File: src/rtl/wb_stage.sv
// Write-back stage: MEM/WB register, load extraction, register-file write port and forwarding bus.
// Optional debug trace outputs are enabled by defining WB_DEBUG_TRACE_EN.
module wb_stage #(
  parameter int DATA_W = 32,
  parameter int ADDR_W = 5
) (
  input  logic              clk,
  input  logic              resetn,
  input  logic              stall,
  input  logic              flush,
  input  logic              mem_valid,
  input  logic [31:0]       mem_pc,
  input  logic              mem_we,
  input  logic [ADDR_W-1:0] mem_waddr,
  input  logic [DATA_W-1:0] mem_result,
  input  logic [2:0]        mem_load_type,
  input  logic [1:0]        mem_addr_lo,
  input  logic [DATA_W-1:0] dmem_rdata,
  output logic              rf_we,
  output logic [ADDR_W-1:0] rf_waddr,
  output logic [DATA_W-1:0] rf_wdata,
  output logic              wb_valid,
  output logic [31:0]       wb_pc,
  output logic              fwd_we,
  output logic [ADDR_W-1:0] fwd_waddr,
  output logic [DATA_W-1:0] fwd_wdata
`ifdef WB_DEBUG_TRACE_EN
  ,
  output logic [31:0]       debug_wb_pc,
  output logic [3:0]        debug_wb_rf_wen,
  output logic [ADDR_W-1:0] debug_wb_rf_wnum,
  output logic [DATA_W-1:0] debug_wb_rf_wdata
`endif
);

  localparam logic [2:0] LT_LW  = 3'd0;
  localparam logic [2:0] LT_LB  = 3'd1;
  localparam logic [2:0] LT_LBU = 3'd2;
  localparam logic [2:0] LT_LH  = 3'd3;
  localparam logic [2:0] LT_LHU = 3'd4;
  localparam logic [2:0] LT_NONE = 3'd7;

  logic              valid_r;
  logic              we_r;
  logic              committed_r;
  logic              ld_held_r;
  logic [31:0]       pc_r;
  logic [ADDR_W-1:0] waddr_r;
  logic [DATA_W-1:0] result_r;
  logic [2:0]        load_type_r;
  logic [1:0]        addr_lo_r;
  logic [DATA_W-1:0] hold_data_r;

  logic              is_load_s;
  logic              wr_target_s;
  logic              rf_we_s;
  logic [DATA_W-1:0] raw_s;
  logic [DATA_W-1:0] wdata_s;

  // Select the addressed byte/halfword of the load word and extend it to DATA_W.
  function automatic logic [DATA_W-1:0] extract_load(
    input logic [2:0]        lt,
    input logic [1:0]        lo,
    input logic [DATA_W-1:0] raw,
    input logic [DATA_W-1:0] res
  );
    logic [7:0]  b;
    logic [15:0] h;
    logic [DATA_W-1:0] r;
    case (lo)
      2'd0:    b = raw[7:0];
      2'd1:    b = raw[15:8];
      2'd2:    b = raw[23:16];
      2'd3:    b = raw[31:24];
      default: b = raw[7:0];
    endcase
    h = lo[1] ? raw[31:16] : raw[15:0];
    case (lt)
      LT_LW:   r = raw;
      LT_LB:   r = {{(DATA_W-8){b[7]}}, b};
      LT_LBU:  r = {{(DATA_W-8){1'b0}}, b};
      LT_LH:   r = {{(DATA_W-16){h[15]}}, h};
      LT_LHU:  r = {{(DATA_W-16){1'b0}}, h};
      default: r = res;
    endcase
    return r;
  endfunction

  // Write qualification, load-data source selection and extraction.
  always_comb begin
    is_load_s   = (load_type_r <= LT_LHU);
    wr_target_s = valid_r & we_r & (waddr_r != {ADDR_W{1'b0}});
    rf_we_s     = wr_target_s & ~committed_r;
    if (ld_held_r) begin
      raw_s = hold_data_r;
    end else begin
      raw_s = dmem_rdata;
    end
    wdata_s = extract_load(load_type_r, addr_lo_r, raw_s, result_r);
  end

  // MEM/WB register: flush beats stall beats load; stalled loads latch RAM data once.
  always_ff @(posedge clk or negedge resetn) begin
    if (!resetn) begin
      valid_r     <= 1'b0;
      we_r        <= 1'b0;
      committed_r <= 1'b0;
      ld_held_r   <= 1'b0;
      pc_r        <= 32'd0;
      waddr_r     <= {ADDR_W{1'b0}};
      result_r    <= {DATA_W{1'b0}};
      load_type_r <= LT_NONE;
      addr_lo_r   <= 2'd0;
      hold_data_r <= {DATA_W{1'b0}};
    end else if (flush) begin
      valid_r     <= 1'b0;
      committed_r <= 1'b0;
      ld_held_r   <= 1'b0;
    end else if (stall) begin
      if (rf_we_s) begin
        committed_r <= 1'b1;
      end
      // The RAM output is only guaranteed during the first WB cycle.
      if (valid_r && is_load_s && !ld_held_r) begin
        hold_data_r <= dmem_rdata;
        ld_held_r   <= 1'b1;
      end
    end else begin
      valid_r     <= mem_valid;
      we_r        <= mem_we;
      pc_r        <= mem_pc;
      waddr_r     <= mem_waddr;
      result_r    <= mem_result;
      load_type_r <= mem_load_type;
      addr_lo_r   <= mem_addr_lo;
      committed_r <= 1'b0;
      ld_held_r   <= 1'b0;
    end
  end

  assign rf_we     = rf_we_s;
  assign rf_waddr  = waddr_r;
  assign rf_wdata  = wdata_s;
  assign wb_valid  = valid_r;
  assign wb_pc     = pc_r;
  assign fwd_we    = wr_target_s;
  assign fwd_waddr = waddr_r;
  assign fwd_wdata = wdata_s;

`ifdef WB_DEBUG_TRACE_EN
  assign debug_wb_pc       = rf_we_s ? pc_r : 32'd0;
  assign debug_wb_rf_wen   = {4{rf_we_s}};
  assign debug_wb_rf_wnum  = waddr_r;
  assign debug_wb_rf_wdata = wdata_s;
`endif

endmodule

File: config.mk
export PLATFORM = sky130hd
export DESIGN_NAME = wb_stage
export DESIGN_NICKNAME = d
export VERILOG_FILES = /design/src/rtl/wb_stage.sv
export SDC_FILE = /design/constraint.sdc
export NUM_CORES = 1
export LEC_CHECK = 0
export ABC_AREA = 0
export CORE_MARGIN = 2
export CORE_UTILIZATION = 50
export CTS_BUF_LIST = sky130_fd_sc_hd__clkbuf_8
export CTS_CLUSTER_SIZE = 14
export DETAILED_ROUTE_END_ITERATION = 16
export PLACE_DENSITY = 0.88
export SLEW_MARGIN = 20
export SYNTH_ARGS = -nofsm -noshare
export SYNTH_HDL_FRONTEND = slang
export SYNTH_SLANG_ARGS = --single-unit
export TNS_END_PERCENT = 100
File: constraint.sdc
create_clock -name clk -period 5.5 [get_ports clk]
set_input_delay 1.1 -clock clk [delete_from_list [all_inputs] [get_ports clk]]
set_output_delay 1.1 -clock clk [all_outputs]
set_load 0.05 [all_outputs]
# After elaboration in Yosys (flattened, before gate mapping)
# Cells that the tools add are included.
[classes] eq_ne=10 muxes=12 n_reduce_logical=8 n_lt_le_gt_ge=1 n_bitwise=6
[ops] operator="32-bit case mux with 5 select lines" count=1
[ops] operator="32-bit two-way mux" count=1
[ops] operator="8-bit case mux with 4 select lines" count=1
[ops] operator="16-bit two-way mux" count=1
[ops] operator="1-bit two-way mux" count=8
[ops] operator="3-bit by 2-bit equality test with 1-bit output (second input constant)" count=2
[ops] operator="3-bit by 1-bit inequality test with 1-bit output (second input constant)" count=2
[ops] operator="5-bit nonzero test" count=1
[ops] operator="2-bit equality test (second input constant)" count=2
[ops] operator="1-bit bitwise AND" count=3
[ops] operator="3-bit by 1-bit equality test with 1-bit output (second input constant)" count=1
[ops] operator="3-bit equality test (second input constant)" count=1
[ops] operator="3-bit less-or-equal comparator (second input constant)" count=1
[ops] operator="3-bit logical NOT" count=1
[ops] operator="1-bit inverter" count=3
[ops] operator="3-bit AND reduction" count=1
[ops] operator="2-bit by 1-bit equality test with 1-bit output (second input constant)" count=1
[ops] operator="1-bit logical AND" count=2
[ops] operator="2-bit logical NOT" count=1
[ops] operator="2-bit by 1-bit inequality test with 1-bit output (second input constant)" count=1
[ops] operator="2-bit AND reduction" count=1
[ops] operator="1-bit logical NOT" count=1
[word_totals] in_bits=112 reg_bits=110 elab_cells=47 output_inout_bits=109

# Depth between registers and ports, before layout
[logic_depth] word_depth=6 depth_mapped=8 ltp_nobuf=5

# Worst setup path after synthesis
# Ideal clock, no wire load.
[synth_timing] path_kind="input to output" from="in dmem_rdata[15]" to="out rf_wdata[24]" path_stages=6 path_buffers=1 slack_ps=877 t_required_ps=4400 arrival_time_ps=3523 path_cell_list="mux2i_1 mux4_2 o21ai_2 nor3_2 a211oi_1 buf_4"
[synth_via] elab_chain_len=3 word_cells_on_any_way=4 classes_between="mux (4)"
[synth_lines] item="start, declared" line_no="18" rtl="input logic [DATA_W-1:0] dmem_rdata,"
[synth_lines] item="32-bit two-way mux (*)" line_no="94" rtl="if (ld_held_r) begin"
[synth_lines] item="8-bit case mux with 4 select lines / 16-bit two-way mux (equally long branches)" line_no="70, 77"
[synth_lines] item="32-bit case mux with 5 select lines (*)" line_no="78" rtl="case (lt)"
[synth_lines] item="end, declared" line_no="21" rtl="output logic [DATA_W-1:0] rf_wdata,"
# Every way passes the cells marked *; elsewhere a longest branch is shown, timed or not.

# Worst setup path in the final report
[layout_timing] from="in dmem_rdata[31]" to="out rf_wdata[26]"
# Same word-level chain as after synthesis.

==> key figures <==
Status
  • Outcome: finished, final reports clean

Layout
  • Synth-to-Final Area Change: 35.3%
  • Final core occ: 0.691
  • Final nets: 816
  • # diodes: 0
  • Share of cells above drive strength 1: 0.241

Synthesis
  • Post-Synth XOR/XNOR Area: 0
  • Post-synthesis mux area share: 0.293
  • Synthesized area per cell: 11.4 um^2
  • Share of the synthesized area in the top cell type: 0.436
  • Top cells by count, synth: mux2_2, dfrtp_1, a21oi_1
  • Largest family of logic cells by synthesized area: multiplexers
  • Flop and latch count out of synthesis: 110
  • Post-synthesis compound-gate area fraction: 0.115
  • Mapped Area: 0.00614 mm^2
  • Count leader, synth: mux2_2
  • Synth unique cells: 38
  • Post-synth top area cell: dfrtp_1
  • Simple-gate portion of the synthesized area: 0.0677
  • Area contributors post-synth: dfrtp_1, mux2_2, mux2i_1
  • Syn_nets: 651
  • Yosys warns: 0
  • Post-synth EDFFs: 0
  • Ys async rst share: 1.00
  • Part of the Yosys area used for sequential elements: 0.449
  • Post-Synthesis Cells: 539
  • Post-Synth Adder-Cell Area: 0
  • Top_reg_cell synth: dfrtp_1

STA
  • Layout Skew: 0.0147 ns
  • Least-Margin Pin Slew: 0.988 ns
  • Relative slew slack: 0.340
  • RSZ-0062 raised after global routing: no
  • Period utilisation layout: 0.931
  • Final slew viol count: 0
  • Max Freq: 195 MHz
  • Setup WS post-layout: between 0.3 and 0.4 ns
  • WHS: slightly above 0.5 ns
  • Post-layout min period: between 5 and 6 ns
  • Fin. Hold Viols: 0
  • Final setup fails: 0
  • Setup TNS: 0 ns

Critical path
  • CP arrival: 4.02 ns
  • CP Max Fanout: 13
  • Setup Crit Path Kind: primary input to output pin
  • Path depth of the worst reg2reg path: 5
  • Startpoint types: primary input
  • Crit end category: output pin
  • Critical path data required time: around 4.4 ns

Clocking
  • Post-CTS setup buffers: 0
  • Clk pin slew, worst setup/hold paths: 0.10 ns
  • Hold-fix buffers, CTS: 0
  • CTS Buf Count: 9
  • Post-cts sizing count: 0
  • Worst-Skew Late Latency: 0.37 ns
  • Sink Count: 110
  • Clk root buf: clkbuf_8
  • CTS Buffer Depth: 2
  • CTS tree: built
  • H-tree levels: 3

Global route
  • Largest net degree at the start of global routing: 65
  • Number of global-route vias before repair: 5186
  • GRT Resource Usage Total: 0.268
  • Overflow after GRT: 0
  • Antenna violations before repair: 0
  • First-pass GRT wire length: 27200 um

Placement
  • Port buffer count: 220
  • Post-place setup slack: approximately 0.41 ns
  • Post-detail-place hpwl: 13300 um
  • RePlAce Congestion: between 0.8 and 0.9

Drt
  • Vias/cell: 5.82
  • DRT Wirelength: 17400 um
  • Via count: 4981
  • Routed wire per std cell: 20.3 um
  • DRC Markers: 0
  • Iter 0 DRT Violations: between 300 and 400
  • DR pass1 iterations: 5
  • Post-DRT Antenna Nets: 0

Floorplan
  • Row count: 40
  • Core region area: 0.0120 mm^2
  • Top Ports: 221
  • Die area: between 0.01 and 0.015 mm^2
  • Initial Utilization: 0.511
  • Die width: 115 um
  • Die Ht: about 110 um

Power
  • Leakage: between 3 and 4 nW
  • Final Total Pwr: 3.30 mW
  • Pwr dens: 397 mW/mm^2
  • Peak supply drop: 0.263 mV

Min path
  • Hold Crit Class: flop to flop
  • Hold Path Depth: 1

Job
  • Max-cap violation count: 0
routing by layer:
metal,vias up,track usage,wire length (um)
met3,39,0.0633,1350
met1,2447,0.337,6940
li1,2255,-,-
met4,0,0.0996,471
met2,240,0.453,8660
met5,-,0,0
metrics by stage:
step	cells	instance area, um^2
after floorplan	539	6140
after global placement	840	8130
after detailed placement	840	8130
after CTS	856	8300
after global routing	856	8300
final	856	8300
cells by family after synthesis:
kind of cell           Yosys count
muxes                          159
buffers and inverters           76
DFF                            110
AOI/OAI and AO/OA              109
and+or+nand+nor                 85
power breakdown:
part           internal [mW]  total (mW)  switching [mW]
combinational          0.644        1.76            1.11
sequential             0.969        1.08           0.112
clock                  0.176       0.459           0.283
total                   1.79        3.30            1.51
final timing paths:
kind	slack (ns)	endpoint	startpoint
setup / recovery	0.38	rf_wdata[26]	dmem_rdata[31]
hold / removal	0.51	hold_data_r[13]$_DFFE_PN0P_	hold_data_r[13]$_DFFE_PN0P_
setup reg to reg	2.76	hold_data_r[26]$_DFFE_PN0P_	load_type_r[0]$_DFFE_PN1P_
hold reg to reg	0.51	hold_data_r[13]$_DFFE_PN0P_	hold_data_r[13]$_DFFE_PN0P_
max in group asynchronous	3.53	wb_pc[18]$_DFFE_PN0P_	resetn
min in group asynchronous	0.80	wb_pc[7]$_DFFE_PN0P_	resetn
registers in the layout (all words and copies together) (netlist names):
name,flops
hold_data_r,32
result_r,32
wb_pc,32
fwd_waddr,5
load_type_r,3
addr_lo_r,2
committed_r,1
ld_held_r,1
wb_valid,1
we_r,1
final cells by class:
class	instances	area, um^2
fillers	884	3710
multi-input cells	353	2920
clock inverters	6	37.5
inverters	1	3.75
flip-flops and latches	110	2760
repair buffers	229	2260
clock buffers	10	138
well taps	147	184
critical path, stage by stage:
cell and delay (ns):
clkdlybuf4s50_1 0.53, mux2i_1 0.09, mux4_2 0.51, o21ai_2 0.18, nor3_2 0.12, buf_4 0.26
a211oi_1 0.36, clkdlybuf4s50_1 0.88
cell usage in the layout (no fill, tap or decap), types with 2 or more instances in the layout:
cell / instances
clkdlybuf4s50_1: 217
mux2_2: 123
dfrtp_1: 107
a21oi_1: 50
mux2i_1: 32
nor2_1: 29
nand2_1: 20
o21ai_0: 16
buf_4: 12
a211oi_1: 11
nand3_1: 10
clkbuf_8: 10
o221ai_1: 7
o22a_1: 7
nor3_2: 7
o311ai_0: 6
mux4_2: 4
nor2b_1: 4
nor3_1: 4
nand2b_1: 4
a211oi_2: 4
dfstp_2: 3
inv_1: 2
or3_1: 2
clkinvlp_4: 2
clkinv_2: 2
No activity file was read; power rests on OpenSTA's default activity.
